**config.mk**
```make
export PLATFORM = sky130hd
export DESIGN_NAME = comm_host
export DESIGN_NICKNAME = d
export VERILOG_FILES = /design/src/rtl/comm_host.sv
export SDC_FILE = /design/constraint.sdc
export NUM_CORES = 1
export LEC_CHECK = 0
export CORE_ASPECT_RATIO = 2
export CORE_MARGIN = 5
export CORE_UTILIZATION = 47
export CTS_CLUSTER_SIZE = 30
export DETAILED_ROUTE_END_ITERATION = 16
export PLACE_DENSITY_LB_ADDON = 0.2
export SYNTH_ARGS = -nofsm -noshare
export SYNTH_HDL_FRONTEND = slang
export SYNTH_SLANG_ARGS = --single-unit
```
**constraint.sdc**
```tcl
create_clock -name clk -period 2.2 [get_ports clk]
set_clock_uncertainty 0.1 [all_clocks]
set_input_delay 0.44 -clock clk [delete_from_list [all_inputs] [get_ports clk]]
set_output_delay 0.44 -clock clk [all_outputs]
set_load 0.005 [all_outputs]
```
**src/rtl/comm_host.sv**
```systemverilog
// Host initiator for the console-mux UART command protocol: send cmd + payload, collect reply (ECHO_CHECK_EN: verify write echo).
// BADCMD answers one cycle after accept; new requests are held off (req_ready=0) until the current one completes.
module comm_host #(
  parameter int OUTPUT_COUNT   = 16,
  parameter int INPUT_COUNT    = 4,
  parameter int TIMEOUT_CYCLES = 4096,
  localparam int SEL_WIDTH     = $clog2(INPUT_COUNT) * OUTPUT_COUNT
) (
  input  logic                    clk,
  input  logic                    rst,
  input  logic                    req_valid,
  output logic                    req_ready,
  input  logic [2:0]              req_cmd,
  input  logic [OUTPUT_COUNT-1:0] wr_enable_mask,
  input  logic [SEL_WIDTH-1:0]    wr_pin_map,
  output logic [OUTPUT_COUNT-1:0] rd_enable_mask,
  output logic [SEL_WIDTH-1:0]    rd_pin_map,
  output logic                    resp_valid,
  output logic [1:0]              resp_err,
  output logic                    busy,
  output logic [7:0]              tx_byte,
  output logic                    tx_start,
  input  logic                    tx_done,
  input  logic [7:0]              rx_byte,
  input  logic                    rx_ready
);

  localparam int DW = (SEL_WIDTH > OUTPUT_COUNT) ? SEL_WIDTH : OUTPUT_COUNT;
  localparam int TW = $clog2(TIMEOUT_CYCLES + 1);
  localparam logic [3:0] MB4 = 4'(OUTPUT_COUNT / 8);
  localparam logic [3:0] PB4 = 4'(SEL_WIDTH / 8);
  localparam logic [2:0] C_RD_MASK = 3'd1, C_RD_MAP = 3'd2, C_WR_MASK = 3'd3, C_WR_MAP = 3'd4;
  localparam logic [1:0] E_OK = 2'd0, E_TMO = 2'd1, E_BAD = 2'd2, E_MIS = 2'd3;

  typedef enum logic [2:0] {S_IDLE, S_SEND, S_WAIT_BUSY, S_WAIT_IDLE, S_RECV, S_DONE} state_t;

  state_t          state, state_d;
  logic [1:0]      err_q, err_d;
  logic [2:0]      cmd_q;
  logic [DW-1:0]   payload_q, shadow;
  logic [DW+7:0]   frame;
  logic [3:0]      tx_cnt, tx_total, rx_cnt, rx_total;
  logic [TW-1:0]   tmo_cnt;
  logic            armed, rx_ready_d;
  logic            accept, issue_tx, cmd_ok, rx_hit, rx_take, timed, tmo_exp, rx_full, echo_bad;

  // Byte 0 on the wire is the command, payload bytes follow LSB first.
  assign frame     = {payload_q, 5'b0, cmd_q};
  assign req_ready = (state == S_IDLE);
  assign busy      = ~req_ready;
  assign resp_valid = (state == S_DONE);
  assign resp_err  = err_q;

  assign cmd_ok  = (req_cmd >= C_RD_MASK) && (req_cmd <= C_WR_MAP);
  assign rx_hit  = armed & rx_ready & ~rx_ready_d;
  assign rx_take = rx_hit & (rx_cnt < rx_total);
  assign rx_full = (rx_cnt == rx_total);
  assign timed   = (state == S_WAIT_BUSY) || (state == S_WAIT_IDLE) || (state == S_RECV);
  // A byte landing on the expiry cycle wins over the timeout.
  assign tmo_exp = timed & ~rx_hit & (tmo_cnt == TW'(TIMEOUT_CYCLES - 1));

`ifdef ECHO_CHECK_EN
  assign echo_bad = ((cmd_q == C_WR_MASK) && (shadow[OUTPUT_COUNT-1:0] != payload_q[OUTPUT_COUNT-1:0])) ||
                    ((cmd_q == C_WR_MAP)  && (shadow[SEL_WIDTH-1:0]    != payload_q[SEL_WIDTH-1:0]));
`else
  assign echo_bad = 1'b0;
`endif

  always_comb begin
    state_d  = state;
    err_d    = err_q;
    accept   = 1'b0;
    issue_tx = 1'b0;
    case (state)
      S_IDLE: if (req_valid) begin
        accept = 1'b1;
        if (cmd_ok) state_d = S_SEND;
        else begin
          state_d = S_DONE;
          err_d   = E_BAD;
        end
      end
      S_SEND: if (tx_done) begin
        issue_tx = 1'b1;
        state_d  = S_WAIT_BUSY;
      end
      S_WAIT_BUSY: if (tmo_exp) begin
        state_d = S_DONE;
        err_d   = E_TMO;
      end else if (!tx_done) state_d = S_WAIT_IDLE;
      S_WAIT_IDLE: if (tmo_exp) begin
        state_d = S_DONE;
        err_d   = E_TMO;
      end else if (tx_done) state_d = (tx_cnt == tx_total) ? S_RECV : S_SEND;
      S_RECV: if (rx_full) begin
        state_d = S_DONE;
        err_d   = echo_bad ? E_MIS : E_OK;
      end else if (tmo_exp) begin
        state_d = S_DONE;
        err_d   = E_TMO;
      end
      S_DONE:  state_d = S_IDLE;
      default: state_d = S_IDLE;
    endcase
  end

  always_ff @(posedge clk) begin
    if (rst) begin
      state <= S_IDLE;
      err_q <= E_OK;
    end else begin
      state <= state_d;
      err_q <= err_d;
    end
  end

  always_ff @(posedge clk) begin
    if (rst) begin
      cmd_q          <= '0;
      payload_q      <= '0;
      shadow         <= '0;
      tx_cnt         <= '0;
      tx_total       <= '0;
      rx_cnt         <= '0;
      rx_total       <= '0;
      tmo_cnt        <= '0;
      armed          <= 1'b0;
      rx_ready_d     <= 1'b0;
      tx_start       <= 1'b0;
      tx_byte        <= 8'hFF;
      rd_enable_mask <= '0;
      rd_pin_map     <= '0;
    end else begin
      tx_start   <= issue_tx;
      rx_ready_d <= rx_ready;
      if (accept) begin
        cmd_q     <= req_cmd;
        payload_q <= (req_cmd == C_WR_MASK) ? DW'(wr_enable_mask) : DW'(wr_pin_map);
        tx_cnt    <= '0;
        rx_cnt    <= '0;
        armed     <= 1'b0;
        case (req_cmd)
          C_RD_MASK: begin tx_total <= 4'd1;      rx_total <= MB4; end
          C_RD_MAP:  begin tx_total <= 4'd1;      rx_total <= PB4; end
          C_WR_MASK: begin tx_total <= MB4 + 4'd1; rx_total <= MB4; end
          C_WR_MAP:  begin tx_total <= PB4 + 4'd1; rx_total <= PB4; end
          default:   begin tx_total <= 4'd0;      rx_total <= 4'd0; end
        endcase
      end
      if (issue_tx) begin
        tx_byte <= frame[{tx_cnt, 3'b000} +: 8];
        tx_cnt  <= tx_cnt + 4'd1;
        if (tx_cnt + 4'd1 == tx_total) armed <= 1'b1;
      end
      if (rx_take) begin
        shadow[{rx_cnt, 3'b000} +: 8] <= rx_byte;
        rx_cnt <= rx_cnt + 4'd1;
      end
      if (issue_tx || rx_hit) tmo_cnt <= '0;
      else if (timed)         tmo_cnt <= tmo_cnt + 1'b1;
      // Readback registers only change on a complete reply.
      if (state == S_RECV && rx_full) begin
        if (cmd_q == C_RD_MASK || cmd_q == C_WR_MASK) rd_enable_mask <= shadow[OUTPUT_COUNT-1:0];
        else                                          rd_pin_map     <= shadow[SEL_WIDTH-1:0];
      end
      if (state == S_DONE) armed <= 1'b0;
    end
  end

endmodule

```
==> flow_metrics.py <==
metrics = {
    "placement": {
        "pre_cts_ws_ns": -0.1093,
        "routabilityCongestion": 0.8477,
        "place_hpwl_mm": 13.51,
        "placed_cells_incl_taps": 1079,
        "portBuffers": 125,
        "placed_cell_area_um2": 8494,
    },
    "detailed_routing": {
        "drc": 0,
        "post_drt_wl_per_cell_um": 16.08,
        "ant_nets": 0,
        "totalWireLength_mm": 17.89,
        "drt_iter0_drc": 304,
        "avgViaCountPerCell": 5.412,
        "firstDrtPassIters": 7,
        "vias": 6024,
    },
    "final_layout": {
        "fin_cells": 1113,
        "nNetsFinal": 978,
        "fin_area_um2": 9089,
        "diodes": 0,
        "area_growth_pct": 33.65,
        "drive_above_1_share_pct": 11.29,
        "final_util_pct": 63.67,
    },
    "power": {
        "total_power_mw": 6.870,
        "p_leak_nw": 3.326,
        "cellPowerDensity_nw_per_um2": 755.9,
        "vdd_drop_max_uv": 523.2,
    },
    "logic_synthesis": {
        "synth-xor-area-share_pct": 1.803,
        "synth_ff_type": "dfxtp_1",
        "synth_top_area_share_pct": 46.22,
        "netlist_instances": 775,
        "ys_seq_area_share_pct": 46.22,
        "synthAdderAreaFrac_pct": 1.104,
        "ys_top_cells_by_area": "dfxtp_1 (46%), nand2_1 (7.3%), mux2i_1 (6.6%), a21oi_1 (5.8%), nand3_1 (3.8%)",
        "synth-compound-area-share_pct": 15.12,
        "synth_area_per_cell_um2": 8.775,
        "synthArstFlopShare_pct": 0,
        "yosys.area_share.simple_pct": 23.88,
        "yosysTopAreaCell": "dfxtp_1",
        "synth_top_family_by_area": "simple AND/OR/NAND/NOR gates",
        "synth_area_um2": 6800,
        "synth_edf_count": 0,
        "synth-seq-cells": 157,
        "yosys_warnings": 0,
        "synth.distinct_cells": 66,
        "synth_nets": 845,
        "muxShareOfSynthArea_pct": 7.617,
    },
    "timing": {
        "timing.setup.tns_ns": 0,
        "final.setup.worst_slack_ns": 0.05322,
        "holdWs_ns": 0.3523,
        "finalMaxSlewViolations": 0,
        "setup_viol": 0,
        "finalHoldViolations": 0,
        "rsz0062_at_grt": "false",
        "relSlewSlack_pct": 63.13,
        "finalCritPeriodShare_pct": 97.58,
        "tightestPinTransition_ns": 0.5510,
        "fmax_mhz": 465.8,
        "period_needed_ns": 2.147,
    },
    "status": {
        "status": "complete, no violations",
    },
    "clocking": {
        "cts_tree": "yes",
        "clockRootBuffer": "clkbuf_16",
        "h-tree-depth": 4,
        "clock_path_buffers": 2,
        "clkTransAtPathRegs_ns": 0.06,
        "cts_buffers": 17,
        "worstSkewPairLatency_ns": 0.41,
        "clock-sinks": 157,
    },
    "setup_path": {
        "crit_required_ns": 1.66,
        "startpoint_type": "flip-flop",
        "endpoint_kind": "output port",
        "cp_data_arrival_time_ns": 1.61,
        "crit_type": "reg -> out",
        "crit_fanout": 3,
    },
    "flow_run": {
        "cap_violations": 0,
    },
    "global_route": {
        "grt_use_total_pct": 21.40,
        "grt_max_degree": 99,
        "grt_overflow": 0,
        "grt_first_pass_wirelength_mm": 29.16,
        "antenna_found_initial": 0,
        "grt_pass1_vias": 6110,
    },
    "floorplan": {
        "core_um2": 14270,
        "dieArea_um2": 17120,
        "num_rows": 62,
        "start_util_pct": 47.64,
        "chipWidth_um": 95.06,
        "die_h_um": 180.1,
        "boundaryPins": 126,
    },
    "worst_hold_path": {
        "hp-class": "reg -> reg",
    },
}
[placed cells by master (no fill, tap or decap), types with 3 or more instances in the layout]
cell type and n:
dfxtp_1 155, nand2_1 133, clkdlybuf4s50_1 123, a21oi_1 79
nor2_1 54, nand3_1 51, mux2i_1 45, buf_4 37
nand2b_1 26, o21ai_0 20, clkbuf_16 17, a311oi_1 16
xor2_1 11, buf_12 10, nor2b_1 9, inv_1 8
or3_1 8, a221o_1 8, a22oi_1 6, ha_1 6
and3_1 5, o22ai_1 5, nor3_1 4, o21a_1 4
xnor2_1 3, mux4_2 3, nor4_4 3, o2111ai_1 3
clkinv_4 3, inv_6 3, clkinvlp_4 3, inv_8 3
[power breakdown]
part / internal [mW] / total [mW] / switching (mW)
Sequential: 2.98 / 3.08 / 0.0988
Combinational: 0.512 / 1.04 / 0.525
Clock: 1.49 / 2.75 / 1.26
[critical path, stage by stage, from the launching register on]
cell             delay, ns
dfxtp_4               0.36
nor2b_2               0.14
and2_4                0.18
clkdlybuf4s50_1       0.51
[sequential cells by signal, summed over array words and instances (netlist names)]
signal and count:
armed 1, cmd_q 3, payload_q 32, rd_enable_mask 16, rd_pin_map 32, resp_err 2
rx_cnt 4, rx_ready_d 1, rx_total 2, shadow 32, state 3, tmo_cnt 13
tx_byte 8, tx_cnt 4, tx_start 1, tx_total 3
[synthesized netlist by cell type, types with 6 or more instances]
master and instances:
a221o_1 8, clkbuf_1 35, a311oi_1 16, nand2_1 133, a22oi_1 6, ha_1 6, or3_1 9, nand3_1 51
xor2_1 11, inv_1 8, dfxtp_1 157, a21oi_1 79, nor2_1 54, nand2b_1 26, mux2i_1 45, nor2b_1 10
buf_2 15, o21ai_0 20
[cell type report]
type,count,area [um2]
Fill cell,1222,5185
Multi-Input combinational cell,553,3391
Sequential cell,157,3151
Timing Repair Buffer,171,1718
Clock buffer,18,429.2
Tap cell,192,240.2
Clock inverter,14,130.1
Inverter,8,30.03
[cell families after synthesis]
group | after synthesis
buf+inv | 65
flops | 157
fa+ha+maj | 6
xor+xnor | 14
compound gates | 161
simple gates | 324
mux | 48
[per-layer routing]
metal / wire length, um / track usage, % / vias to the layer above
met5: 0 / 0 / -
met4: 766 / 10.41 / 0
met3: 580 / 3.803 / 41
met2: 10370 / 41.74 / 156
met1: 6178 / 20.37 / 2851
li1: - / - / 2976
[final timing paths]
kind,cells past startpoint,to,start,slack [ns]
max,3,resp_valid,state[2],0.05
min,2,rd_pin_map[18],rd_pin_map[18],0.35
max reg2reg,6,tmo_cnt[9],state[2],0.15
min reg2reg,2,rd_pin_map[18],rd_pin_map[18],0.35
[what timing repair did]
action / in CTS / in global routing
buffers inserted: 2 / 0
pin swaps: 0 / 0
endpoints found under the setup margin: 3 / 3
resized for setup: 7 / 2
hold buffers: 0 / 0
Note: power is estimated with default switching activity, not from simulation.
